--- src/rtl/operand_issuer_pkg.sv ---
// Shared types and constants for the operand issuer: FSM state encoding,
// issue counter ceiling and gap counter width.
`timescale 1ns/1ps
package operand_issuer_pkg;

    typedef enum logic [1:0] {
        IDLE  = 2'd0,
        ISSUE = 2'd1,
        GAPW  = 2'd2
    } state_t;

    localparam logic [7:0] ISSUE_CNT_MAX = 8'd255;
    localparam int         GAP_CW        = 4;

endpackage

--- src/rtl/operand_issuer_fifo.sv ---
// Operand-pair FIFO: power-of-two depth, wrap-around pointers, registered
// occupancy, combinational head read, no bypass path.
`timescale 1ns/1ps
module operand_fifo #(
    parameter int W     = 12,
    parameter int DEPTH = 4,
    localparam int AW   = $clog2(DEPTH),
    localparam int LW   = AW + 1
) (
    input  logic           clk,
    input  logic           rst_n,
    input  logic           push,
    input  logic [2*W-1:0] wr_data,
    input  logic           pop,
    output logic [2*W-1:0] rd_data,
    output logic [LW-1:0]  level
);

    logic [2*W-1:0] mem [DEPTH];
    logic [AW-1:0]  wr_ptr;
    logic [AW-1:0]  rd_ptr;

    // NOTE: storage is left unreset; level and pointers alone define validity.
    always_ff @(posedge clk) begin
        if (push) begin
            mem[wr_ptr] <= wr_data;
        end
    end

    always_ff @(posedge clk) begin
        if (!rst_n) begin
            wr_ptr <= '0;
            rd_ptr <= '0;
            level  <= '0;
        end else begin
            if (push) begin
                wr_ptr <= wr_ptr + 1'b1;
            end
            if (pop) begin
                rd_ptr <= rd_ptr + 1'b1;
            end
            level <= level + LW'(push) - LW'(pop);
        end
    end

    assign rd_data = mem[rd_ptr];

endmodule

--- src/rtl/operand_issuer.sv ---
// Operand issuer: queues operand pairs and issues them to the adder stage
// as one-cycle start pulses spaced by at least GAP idle cycles.
`timescale 1ns/1ps
module operand_issuer
    import operand_issuer_pkg::*;
#(
    parameter int W     = 12,
    parameter int DEPTH = 4,
    parameter int GAP   = 2,
    localparam int LW   = $clog2(DEPTH) + 1
) (
    input  logic          clk,
    input  logic          rst_n,
    input  logic          in_valid,
    output logic          in_ready,
    input  logic [W-1:0]  in_a,
    input  logic [W-1:0]  in_b,
    input  logic          hold,
    output logic          start,
    output logic [W-1:0]  a,
    output logic [W-1:0]  b,
    output logic          busy,
    output logic [LW-1:0] level,
    output logic [7:0]    issue_cnt
);

    state_t              state;
    state_t              state_nx;
    logic [GAP_CW-1:0]   gap_cnt;
    logic                accept;
    logic                issue_now;
    logic [2*W-1:0]      head;

    assign in_ready = (level != LW'(DEPTH));
    assign accept   = in_valid && in_ready;

    operand_fifo #(
        .W     (W),
        .DEPTH (DEPTH)
    ) u_fifo (
        .clk     (clk),
        .rst_n   (rst_n),
        .push    (accept),
        .wr_data ({in_a, in_b}),
        .pop     (issue_now),
        .rd_data (head),
        .level   (level)
    );

    // The pop happens on the edge that enters ISSUE, so start, a and b line up.
    always_comb begin
        state_nx  = state;
        issue_now = 1'b0;
        case (state)
            IDLE: begin
                if (level != '0 && !hold) begin
                    state_nx  = ISSUE;
                    issue_now = 1'b1;
                end
            end
            ISSUE: begin
                if (GAP > 0) begin
                    state_nx = GAPW;
                end else if (level != '0 && !hold) begin
                    state_nx  = ISSUE;
                    issue_now = 1'b1;
                end else begin
                    state_nx = IDLE;
                end
            end
            GAPW: begin
                // Leave once the decrement brings the counter down to 1.
                if (gap_cnt <= GAP_CW'(2)) begin
                    state_nx = IDLE;
                end
            end
            default: state_nx = IDLE;
        endcase
    end

    always_ff @(posedge clk) begin
        if (!rst_n) begin
            state     <= IDLE;
            gap_cnt   <= '0;
            a         <= '0;
            b         <= '0;
            issue_cnt <= '0;
        end else begin
            state <= state_nx;
            if (state == ISSUE && state_nx == GAPW) begin
                gap_cnt <= GAP_CW'(GAP);
            end else if (state == GAPW) begin
                gap_cnt <= gap_cnt - 1'b1;
            end
            if (issue_now) begin
                {a, b} <= head;
                if (issue_cnt != ISSUE_CNT_MAX) begin
                    issue_cnt <= issue_cnt + 8'd1;
                end
            end
        end
    end

    assign start = (state == ISSUE);
    assign busy  = (level != '0) || (state != IDLE);

endmodule

--- config.mk ---
export PLATFORM = sky130hd
export DESIGN_NAME = operand_issuer
export DESIGN_NICKNAME = d
export VERILOG_FILES = /design/src/rtl/operand_issuer_pkg.sv /design/src/rtl/operand_issuer_fifo.sv /design/src/rtl/operand_issuer.sv
export SDC_FILE = /design/constraint.sdc
export NUM_CORES = 1
export LEC_CHECK = 0
export BUFFER_PORTS_ARGS = -buffer_cell sky130_fd_sc_hd__buf_2
export CAP_MARGIN = 30
export CORE_MARGIN = 8
export CORE_UTILIZATION = 57
export CTS_CLUSTER_DIAMETER = 30
export DETAILED_ROUTE_END_ITERATION = 12
export HOLD_SLACK_MARGIN = 0.08
export PLACE_DENSITY = 0.85
export SYNTH_ARGS = -nofsm -noshare
export SYNTH_HDL_FRONTEND = slang
export SYNTH_SLANG_ARGS = --single-unit
--- constraint.sdc ---
create_clock -name clk -period 2.7 [get_ports clk]
set_input_delay 0.27 -clock clk [delete_from_list [all_inputs] [get_ports clk]]
set_output_delay 0.27 -clock clk [all_outputs]
set_load 0.005 [all_outputs]
==> metrics.md <==
| Metric | Value |
|---|---|
| Worst Hold Class | `primary input to flip-flop` |
| Initial DRC Count | `288` |
| Slew margin rel. | `53.0%` |
| Biggest area consumer among synthesized cells | `edfxtp_1` |
| Endpoints failing setup | `0` |
| Die Ht | `114 um` |
| CP peak stage delay | `0.51 ns` |
| Post-synth EDFFs | `96` |
| Top_reg_cell synth | `edfxtp_1` |
| Post-CTS Setup Bufs | `0` |
| Final Max Tran Viols | `0` |
| Seq cells post-synth | `141` |
| Status | `finished clean` |
| Seq. cell area | `3780 um^2` |
| Max Root-Sink Buffers | `2` |
| Vias in the first global route | `3514` |
| Wirelength, routed | `12.1 mm` |
| Metal3 WL | `827 um` |
| Seq/Total Area, Yosys | `69.3%` |
| Routed Antenna Nets | `0` |
| Crit path capture type | `flip-flop` |
| Clock sinks | `141` |
| Grt ovf | `0` |
| CTS tree | `done` |
| Post-Place Cells | `548` |
| Critical Path Start Type | `flip-flop` |
| Sw Share | `28.8%` |
| Register share of total power | `42.3%` |
| Synth top area cells | `edfxtp_1 (53%), dfxtp_1 (17%), mux4_2 (9.9%)` |
| Post-Route Setup TNS | `0 ns` |
| Post-Syn Instances | `361` |
| First-pass detailed-route iteration total | `6` |
| Core area | `9280 um^2` |
| Synth Area per Inst | `15.1 um^2` |
| Yosys cell types | `45` |
| Remaining DRCs | `0` |
| Cell internal pwr | `4800 uW` |
| Root Driver | `clkbuf_8` |
| Die area | `13000 um^2` |
| Critical-path cell list | `or3_1 > nand3_4 > inv_2 > ha_1 > inv_1 > ha_1 > fa_1 > xnor2_1 > xnor2_1 > nor2_1` |
| Vias | `3370` |
| Yosys Warn Count | `0` |
| H-tree depth | `4` |
| Final core utilization | `73.5%` |
| Largest net degree at the start of global routing | `32` |
| Post-DR wirelength/cell | `20.0 um` |
| Share of layout cells above drive strength 1 | `27.8%` |
| Critical path class | `flip-flop to flip-flop` |
| Global-route total usage across every layer | `19.7%` |
| Clk Latency, worst-skew pair | `0.52 ns` |
| M1 WL | `4.64 mm` |
| DP Worst Slack | `0.273 ns` |
| I/O pin count | `66` |
| Final hold slack | `0.106 ns` |
| Slowest-stage cell, CP | `or3_1` |
| RSZ-0062 raised after global routing | `no` |
| P_sw | `1940 uW` |
| Vias/cell | `5.58` |
| Clk pwr share | `35.0%` |
| Global-route wire length before repair | `19.0 mm` |
| Arr. time, crit path | `2.87 ns` |
| Logic pwr share | `22.7%` |
| Final setup margin | `0.241 ns` |
| Syn nets | `403` |
| Final-layout fill cell count | `590` |
| Wire length on met2 | `6.39 mm` |
| Share of the synthesized area in the top cell type | `52.8%` |
| Layout Nets | `504` |
| Async S/R FF share, synth | `0%` |
| Crit path max fanout | `6` |
| Max-cap viol count | `0` |
| Fin cells | `604` |
| N_diodes | `0` |
| Critical Path RT | `3.11 ns` |
| Highest Signal Layer | `met4` |
| Lkg Pwr | `0.00250 uW` |
| Buffers on Ports | `65` |
| Area Growth Syn to Fin | `25.1%` |
| Power per cell area | `988 nW/um^2` |
| GPL Wtd Cong | `0.748` |
| Area of the multi-input gates | `1520 um^2` |
| Final hold vios | `0` |
| Initial antenna violation count | `0` |
| Placed wire-length estimate | `7.23 mm` |
| Reg clk slew, reported paths | `0.06 ns` |
| Slew @ Worst Pin | `0.703 ns` |
| Post-synthesis cell area | `5460 um^2` |
| Fmax | `407 MHz` |
| Clock skew | `0.00778 ns` |
| FP Rows | `35` |
| Worst VDD drop | `0.567 mV` |
| Initial core utilization | `58.8%` |
| Crit path time final | `2.46 ns` |
| Final period utilization | `91.1%` |
| Total CTS buffers | `17` |
| Die X | `114 um` |
==> path summary, 6_finish.rpt <==
path                           endpoint  cells after the start  slack [ns]                       start
max          u_fifo.level[2]$_SDFF_PN0_                     10        0.24  u_fifo.level[2]$_SDFF_PN0_
min           issue_cnt[7]$_SDFFE_PN0P_                      2        0.11                       rst_n
max reg2reg  u_fifo.level[2]$_SDFF_PN0_                     10        0.24  u_fifo.level[2]$_SDFF_PN0_
min reg2reg           b[5]$_SDFFE_PN0P_                      2        0.45           b[5]$_SDFFE_PN0P_
==> state kept, by name, summed over array words and instances, names as in the netlist <==
| name | cells |
|---|---|
| u_fifo.level | 3 |
| b | 12 |
| state | 2 |
| u_fifo.wr_ptr | 2 |
| u_fifo.rd_ptr | 2 |
| a | 12 |
| u_fifo.mem | 96 |
| gap_cnt | 4 |
| issue_cnt | 8 |
==> cells in the mapped netlist, types with 2 or more instances <==
cell type  number
edfxtp_1       96
nor2_1         11
nand3_1         2
dfxtp_1        45
nand2b_1        2
xnor2_1         6
xor2_1          3
and2_1          7
clkbuf_1        7
o21ai_0         4
nand2_1        60
mux2i_1         2
nand4_1         2
mux4_2         24
inv_1          14
a211oi_1        2
buf_2           4
buf_6           2
ha_1           13
o31a_1          2
a21oi_1        26
or3_1           2
buf_4           3
==> logic make-up (layout without fill, tap and decap cells) <==
group / Yosys count / after routing / share of synthesized area [%]
multiplexers: 26 / 26 / 10.3
XOR/XNOR: 9 / 9 / 1.44
AO/OA/AOI/OAI: 45 / 45 / 5.00
AND/OR/NAND/NOR: 94 / 94 / 7.86
adder cells (fa/ha/maj): 14 / 14 / 3.35
buffers and inverters: 32 / 146 / 2.77
flip-flops: 141 / 141 / 69.3
==> placed cells by master (no fill, tap or decap), types with 4 or more instances in the layout <==
master / instances
edfxtp_1: 96
buf_2: 65
nand2_1: 60
dfxtp_1: 44
a21oi_1: 26
mux4_2: 24
dlygate4sd3_1: 24
clkbuf_16: 16
inv_1: 14
ha_1: 13
nor2_1: 11
and2_1: 7
xnor2_1: 6
buf_12: 5
o21ai_0: 4
inv_6: 4
buf_4: 4
==> layout make-up <==
type | instances | area share (%)
Inverter | 16 | 0.880
Clock buffer | 18 | 6.12
Tap cell | 129 | 2.36
Multi-Input combinational cell | 188 | 22.3
Timing Repair Buffer | 98 | 10.2
Sequential cell | 141 | 55.4
Clock inverter | 14 | 2.68
==> power groups by stage <==
stage | logic (uW) | registers [uW] | clock network, uW
after CTS | 1560 | 2860 | 2380
final | 1530 | 2850 | 2360
after global placement | 1420 | 2860 | 0
after global routing | 1680 | 2890 | 2470
after detailed placement | 1480 | 2900 | 0
after floorplan | 1060 | 2820 | 0
==> per-stage QoR <==
step           area, um^2  power [uW]
5_1_grt              6830        7050
2_1_floorplan        5460        3880
3_3_place_gp         5990        4280
3_5_place_dp         5990        4380
4_1_cts              6830        6800
6_report             6830        6750
==> per-layer routing <==
layer,up-vias,global-route usage [%]
met1,1671,22.0
li1,1538,-
met3,17,5.49
met5,-,0
met4,0,8.78
met2,144,34.5
==> worst max-delay path: cells and delay by family, from the launching register on <==
family | cells | cell delay [ns]
xor gates and xnor gates | 2 | 0.34
adders and majority gates | 3 | 0.86
buffers and inverters | 2 | 0.08
DFF | 1 | 0.35
and+or+nand+nor | 3 | 0.71
==> what timing repair did <==
item                                   CTS  global route
gates resized for setup                  0             0
hold buffers                            24             0
endpoints found under the hold margin   96             0
Note: power is estimated with default switching activity, not from simulation.
